### src/rtl/write_back_unit.sv
`default_nettype none
// ============================================================================
// Module   : write_back_unit
// Purpose  : Formats load data, filters non-writing instructions and queues
//            register-file writes in a small FIFO with registered outputs.
// Revision : 1.0
// ============================================================================
module write_back_unit #(
  parameter int DATA_W = 64,
  parameter int REG_AW = 5,
  parameter int DEPTH  = 2,
  parameter int CNT_W  = $clog2(DEPTH + 1)
) (
  input  logic              clk,
  input  logic              rst_n,
  input  logic              in_valid,
  output logic              in_ready,
  input  logic [REG_AW-1:0] in_reg,
  input  logic [DATA_W-1:0] in_result,
  input  logic [DATA_W-1:0] in_load,
  input  logic              in_mem_to_reg,
  input  logic              in_reg_write,
  input  logic [1:0]        in_size,
  input  logic              in_unsigned,
  input  logic [2:0]        in_addr_lo,
  output logic              wr_en,
  output logic [REG_AW-1:0] wr_reg,
  output logic [DATA_W-1:0] wr_data,
  input  logic              wr_ready,
  output logic [CNT_W-1:0]  count,
  output logic [15:0]       drop_cnt
);

  localparam int                 c_ptr_w = (DEPTH > 1) ? $clog2(DEPTH) : 1;
  localparam logic [CNT_W-1:0]   c_depth = CNT_W'(DEPTH);
  localparam logic [c_ptr_w-1:0] c_last  = c_ptr_w'(DEPTH - 1);

  generate
    if (!((DATA_W == 32) || (DATA_W == 64))) begin : g_bad_data_w
      $error("write_back_unit: DATA_W must be 32 or 64");
    end
    if ((DEPTH < 1) || (DEPTH > 8)) begin : g_bad_depth
      $error("write_back_unit: DEPTH must be in 1..8");
    end
  endgenerate

  logic [REG_AW-1:0]  r_mem_reg  [DEPTH];
  logic [DATA_W-1:0]  r_mem_data [DEPTH];
  logic [c_ptr_w-1:0] r_head;
  logic [c_ptr_w-1:0] r_tail;
  logic [CNT_W-1:0]   r_count;
  logic               r_wr_en;
  logic [REG_AW-1:0]  r_wr_reg;
  logic [DATA_W-1:0]  r_wr_data;
  logic [15:0]        r_drop_cnt;

  logic               w_acc;
  logic               w_enq;
  logic               w_drop;
  logic               w_deq;
  logic [c_ptr_w-1:0] w_head_nxt;
  logic [c_ptr_w-1:0] w_tail_nxt;
  logic [CNT_W-1:0]   w_count_nxt;
  logic [CNT_W-1:0]   w_remain;
  logic               w_wr_en_nxt;
  logic [REG_AW-1:0]  w_wr_reg_nxt;
  logic [DATA_W-1:0]  w_wr_data_nxt;

  logic [2:0]         w_off;
  logic [1:0]         w_size;
  logic               w_sx;
  logic [63:0]        w_ld64;
  logic [63:0]        w_sh;
  logic [63:0]        w_fmt64;
  logic [DATA_W-1:0]  w_wb_data;

  function automatic logic [c_ptr_w-1:0] f_inc(input logic [c_ptr_w-1:0] p);
    return (p == c_last) ? '0 : p + 1'b1;
  endfunction

  // Load formatting is done in a 64-bit frame; bytes shifted in from above
  // the register width are zero before extension.
  assign w_off  = (DATA_W == 32) ? {1'b0, in_addr_lo[1:0]} : in_addr_lo;
  assign w_size = ((DATA_W == 32) && (in_size == 2'b11)) ? 2'b10 : in_size;
  assign w_sx   = ~in_unsigned;
  assign w_ld64 = 64'(in_load);
  assign w_sh   = w_ld64 >> {w_off, 3'b000};

  always_comb begin
    w_fmt64 = w_sh;
    case (w_size)
      2'b00:   w_fmt64 = {{56{w_sx & w_sh[7]}},  w_sh[7:0]};
      2'b01:   w_fmt64 = {{48{w_sx & w_sh[15]}}, w_sh[15:0]};
      2'b10:   w_fmt64 = {{32{w_sx & w_sh[31]}}, w_sh[31:0]};
      default: w_fmt64 = w_sh;
    endcase
  end

  assign w_wb_data = in_mem_to_reg ? w_fmt64[DATA_W-1:0] : in_result;

  assign in_ready = (r_count < c_depth);
  assign w_acc    = in_valid & in_ready;
  assign w_enq    = w_acc & in_reg_write & (in_reg != '0);
  assign w_drop   = w_acc & ~w_enq;
  assign w_deq    = r_wr_en & wr_ready;

  assign w_head_nxt  = w_deq ? f_inc(r_head) : r_head;
  assign w_tail_nxt  = w_enq ? f_inc(r_tail) : r_tail;
  assign w_count_nxt = r_count + CNT_W'(w_enq) - CNT_W'(w_deq);
  assign w_remain    = r_count - CNT_W'(w_deq);

  // Output register tracks the head after this edge; when no older entry
  // survives the edge, the incoming instruction becomes the head directly.
  always_comb begin
    w_wr_en_nxt   = 1'b0;
    w_wr_reg_nxt  = r_wr_reg;
    w_wr_data_nxt = r_wr_data;
    if (w_count_nxt != '0) begin
      w_wr_en_nxt = 1'b1;
      if (w_remain == '0) begin
        w_wr_reg_nxt  = in_reg;
        w_wr_data_nxt = w_wb_data;
      end else begin
        w_wr_reg_nxt  = r_mem_reg[w_head_nxt];
        w_wr_data_nxt = r_mem_data[w_head_nxt];
      end
    end
  end

  always_ff @(posedge clk) begin
    if (w_enq) begin
      r_mem_reg[r_tail]  <= in_reg;
      r_mem_data[r_tail] <= w_wb_data;
    end
  end

  always_ff @(posedge clk or negedge rst_n) begin
    if (!rst_n) begin
      r_head     <= '0;
      r_tail     <= '0;
      r_count    <= '0;
      r_wr_en    <= 1'b0;
      r_wr_reg   <= '0;
      r_wr_data  <= '0;
      r_drop_cnt <= '0;
    end else begin
      r_head    <= w_head_nxt;
      r_tail    <= w_tail_nxt;
      r_count   <= w_count_nxt;
      r_wr_en   <= w_wr_en_nxt;
      r_wr_reg  <= w_wr_reg_nxt;
      r_wr_data <= w_wr_data_nxt;
      if (w_drop && (r_drop_cnt != 16'hFFFF)) begin
        r_drop_cnt <= r_drop_cnt + 16'd1;
      end
    end
  end

  assign wr_en    = r_wr_en;
  assign wr_reg   = r_wr_reg;
  assign wr_data  = r_wr_data;
  assign count    = r_count;
  assign drop_cnt = r_drop_cnt;

endmodule
`default_nettype wire
### config.mk
export PLATFORM = sky130hd
export DESIGN_NAME = write_back_unit
export DESIGN_NICKNAME = d
export VERILOG_FILES = /design/src/rtl/write_back_unit.sv
export SDC_FILE = /design/constraint.sdc
export NUM_CORES = 1
export LEC_CHECK = 0
export BUFFER_PORTS_ARGS = -buffer_cell sky130_fd_sc_hd__buf_2
export CORE_ASPECT_RATIO = 1.25
export CORE_MARGIN = 2
export CORE_UTILIZATION = 23
export DETAILED_ROUTE_END_ITERATION = 7
export PLACE_DENSITY = 0.38
export SETUP_SLACK_MARGIN = 0.4
export SLEW_MARGIN = 20
export SYNTH_ARGS = -nofsm -noshare
export SYNTH_HDL_FRONTEND = slang
export SYNTH_SLANG_ARGS = --single-unit
### constraint.sdc
create_clock -name clk -period 12.2 [get_ports clk]
set_input_delay 0 -clock clk [delete_from_list [all_inputs] [get_ports clk]]
set_output_delay 0 -clock clk [all_outputs]
set_load 0.1 [all_outputs]
==> impl_metrics.env <==
export IMPL_pre_cts_ws_ps=8000
export IMPL_dieArea_mm2=0.0553
export IMPL_rsz0062_at_grt="false"
export IMPL_num_vias=10300
export IMPL_crit_arrival_ps=4960
export IMPL_dp_hpwl_mm=33.4
export IMPL_path_cells="dlygate4sd3_1 -> buf_2 -> or4_1 -> o21ai_0 -> nand2b_1 -> ha_1 -> inv_1 -> ha_1 -> xnor2_1 -> xnor2_1 -> nor2_4 -> nor2_1 -> nand2_1 -> o221ai_1 -> dlygate4sd3_1"
export IMPL_synth_distinct_cells=58
export IMPL_hold_class="in -> async"
export IMPL_slew_violations=0
export IMPL_maxCapViolCount=0
export IMPL_worst_path_largest_cell_delay_ps=630
export IMPL_io_buffers=233
export IMPL_ys_async_sr_fraction_pct=39.5
export IMPL_largest_register_ffs=128
export IMPL_cts_max_path_buffers=3
export IMPL_antenna_found_initial=12
export IMPL_post_route_min_period_ps=4470
export IMPL_area_growth_syn_to_layout_pct=28.6
export IMPL_nets=1561
export IMPL_worstSetupStartpointType="input port"
export IMPL_synthesis_area_mm2=0.0123
export IMPL_grt_pass1_wl_mm=71.7
export IMPL_cts_sinks=228
export IMPL_pin_count=234
export IMPL_finish_utilization_pct=30.0
export IMPL_start_util_pct=23.3
export IMPL_crit_required_ps=12690
export IMPL_finalHoldViolations=3
export IMPL_power_density_mw_per_mm2=284
export IMPL_synth_avg_cell_area_um2=10.8
export IMPL_synth_fa_ha_area_share_pct=0.306
export IMPL_cp_max_fo=19
export IMPL_max_vdd_ir_drop_uv=165
export IMPL_cp_end_kind="register"
export IMPL_post_cts_setup_buffer_count=0
export IMPL_multi_input_area_mm2=0.00546
export IMPL_worst_slack_ps=7730
export IMPL_drt_total_wl_mm=49.4
export IMPL_grt_max_degree=83
export IMPL_die_y_um=262
export IMPL_relSlewSlack_pct=32.8
export IMPL_worstSetupPathType="in -> reg"
export IMPL_synth_xor_area_share_pct=1.43
export IMPL_synth_compound_area_share_pct=17.0
export IMPL_synth_top_area_share_pct=33.7
export IMPL_drc=0
export IMPL_clock_latency_ps=560
export IMPL_seq_area_frac_synth_pct=52.1
export IMPL_fin_skew_ps=9.27
export IMPL_drt_initial_drc_count=506
export IMPL_drive_above_1_share_pct=26.2
export IMPL_status="finished with violations"
export IMPL_firstDrtPassIters=5
export IMPL_cts_tree="done"
export IMPL_ys_seq_elements=228
export IMPL_cts_htree_levels=1
export IMPL_ys_warn_count=0
export IMPL_wire_per_inst_um=23.4
export IMPL_top_register="r_mem_data"
export IMPL_grt_pass1_vias=10500
export IMPL_timing_final_crit_share_pct=36.6
export IMPL_viasPerCell=4.90
export IMPL_regArea_mm2=0.00640
export IMPL_synth_edf_count=138
export IMPL_power_leakage_uw=0.00627
export IMPL_numCtsBuffers=29
export IMPL_yosys_mux_area_fraction_pct=9.32
export IMPL_yosys_area_share_simple_pct=15.9
export IMPL_synth_cells=1142
export IMPL_root_buffer="clkbuf_16"
export IMPL_setup_violations=0
export IMPL_fmax_mhz=224
export IMPL_ant_nets=0
export IMPL_worst_pin_slew_ps=1010
export IMPL_place_gp_congestion=0.776
export IMPL_fin_tns_setup_ps=0
export IMPL_hold_slack_ps=-12.9
export IMPL_yosysTopAreaCell="edfxtp_1"
export IMPL_syn_nets=1290
export IMPL_ys_flop_type="edfxtp_1"
export IMPL_slowest_stage="nor2_1"
export IMPL_num_rows=94
export IMPL_synthTopCellsByArea="edfxtp_1, dfrtp_1, nand2_1"
export IMPL_synth_top_family_by_area="compound AO/OA/AOI/OAI gates"
export IMPL_grt_usage_pct=17.5
export IMPL_core_area_mm2=0.0527
export IMPL_grt_ovfl_total=0
export IMPL_die_width_um=211
export IMPL_violations="hold timing"
export IMPL_clk_pin_slew_ps=60
export IMPL_ff2ff_path_depth=12
export IMPL_fill_cells=5528
[critical path: cells and delay by family]
| family | cells | cell delay (ps) |
|---|---|---|
| XOR/XNOR | 2 | 350 |
| AND/OR/NAND/NOR | 5 | 2090 |
| AO/OA/AOI/OAI | 2 | 750 |
| buffers and inverters | 4 | 1320 |
| adder cells (fa/ha/maj) | 2 | 440 |
[logic make-up (layout without fill, tap and decap cells)]
group,Yosys count,after routing
AO/OA/AOI/OAI,251,251
XOR/XNOR,20,20
adder cells (fa/ha/maj),3,3
buffers and inverters,104,397
flip-flops,228,228
multiplexers,95,95
other,0,5
AND/OR/NAND/NOR,441,441
[synth_stat cells, drive strengths merged (3+ instances only)]
cell type	n
nand4	23
nor2	82
clkbuf	62
xnor2	15
nand3	47
edfxtp	138
and2	4
o221a	9
and3	14
nand3b	5
o2bb2ai	7
a21o	5
o221ai	8
mux2	15
nand2b	8
o32a	8
inv	6
a311oi	29
o311ai	9
a31oi	15
nor2b	5
o211ai	7
nand2	215
mux4	14
nor3	28
buf	34
o22ai	13
ha	3
a22o	26
dfrtp	90
mux2i	66
o21ai	43
a21oi	67
xor2	5
[routing by layer]
metal / global-route usage (%) / wire [µm] / vias up
met5: 0 / 80 / -
met4: 6.40 / 1710 / 12
met3: 3.14 / 2460 / 72
met2: 29.3 / 23400 / 290
met1: 22.4 / 21700 / 5168
li1: - / - / 4803
[cells in the final DEF (no fill, tap or decap), types with 6 or more instances in the layout]
cell type | synthesis | routed
buf_2 | 18 | 230
nand2_1 | 215 | 214
edfxtp_1 | 138 | 138
dfrtp_1 | 90 | 90
dlygate4sd3_1 | 0 | 83
nor2_1 | 82 | 79
mux2i_1 | 66 | 66
nand3_1 | 47 | 47
o21ai_0 | 41 | 41
a21oi_1 | 37 | 37
a21oi_4 | 30 | 30
a311oi_1 | 29 | 29
clkbuf_16 | 0 | 29
nor3_1 | 28 | 28
a22o_1 | 26 | 26
nand4_1 | 23 | 23
buf_4 | 0 | 23
a31oi_1 | 15 | 15
xnor2_1 | 15 | 15
mux2_2 | 15 | 15
mux4_2 | 14 | 14
and3_1 | 13 | 13
o22ai_1 | 13 | 13
clkbuf_1 | 62 | 10
o221a_2 | 9 | 9
o311ai_0 | 8 | 8
o221ai_1 | 8 | 8
nand2b_1 | 8 | 8
o211ai_1 | 7 | 7
o2bb2ai_1 | 7 | 7
o32a_1 | 6 | 6
clkinv_1 | 2 | 6
[per-stage QoR]
stage	total power, µW	instance area, µm²	std cells
detailed placement	3690	14100	1971
floorplan	3060	12300	1142
global placement	3670	14100	1971
global route	4750	15800	2107
finish	4490	15800	2112
CTS	4570	15800	2107
[area by class of cell]
class                           count  share of cell area, %
Clock buffer                       41                   5.01
Sequential cell                   228                   40.5
Timing Repair Buffer              336                   13.6
Antenna cell                        5                 0.0792
Clock inverter                     12                  0.681
Multi-Input combinational cell    810                   34.6
Inverter                            8                  0.206
Tap cell                          672                   5.32
[what timing repair did]
action / in CTS / in global routing
gates resized for setup: 0 / 0
hold buffers: 83 / 0
hold endpoints to repair: 236 / 0
setup endpoints to repair: 0 / 0
[final timing paths]
kind                                  start           endpoint  slack (ps)
worst max register to register     count[1]        wr_data[26]        8160
max in group asynchronous             rst_n          wr_reg[3]       10910
worst min register to register    wr_reg[3]          wr_reg[3]         470
min in group clk                in_load[61]  r_mem_data[0][61]          30
worst max-delay path              in_reg[2]        wr_data[26]        7730
worst min-delay path                  rst_n         wr_data[9]         -10
[power by group]
group	total, µW	switching (µW)	leakage (µW)	internal, µW
logic	2500	1900	0.00348	596
registers	1160	122	0.00235	1040
clock network	831	342	0.000438	489
Note: power is estimated with default switching activity, not from simulation.
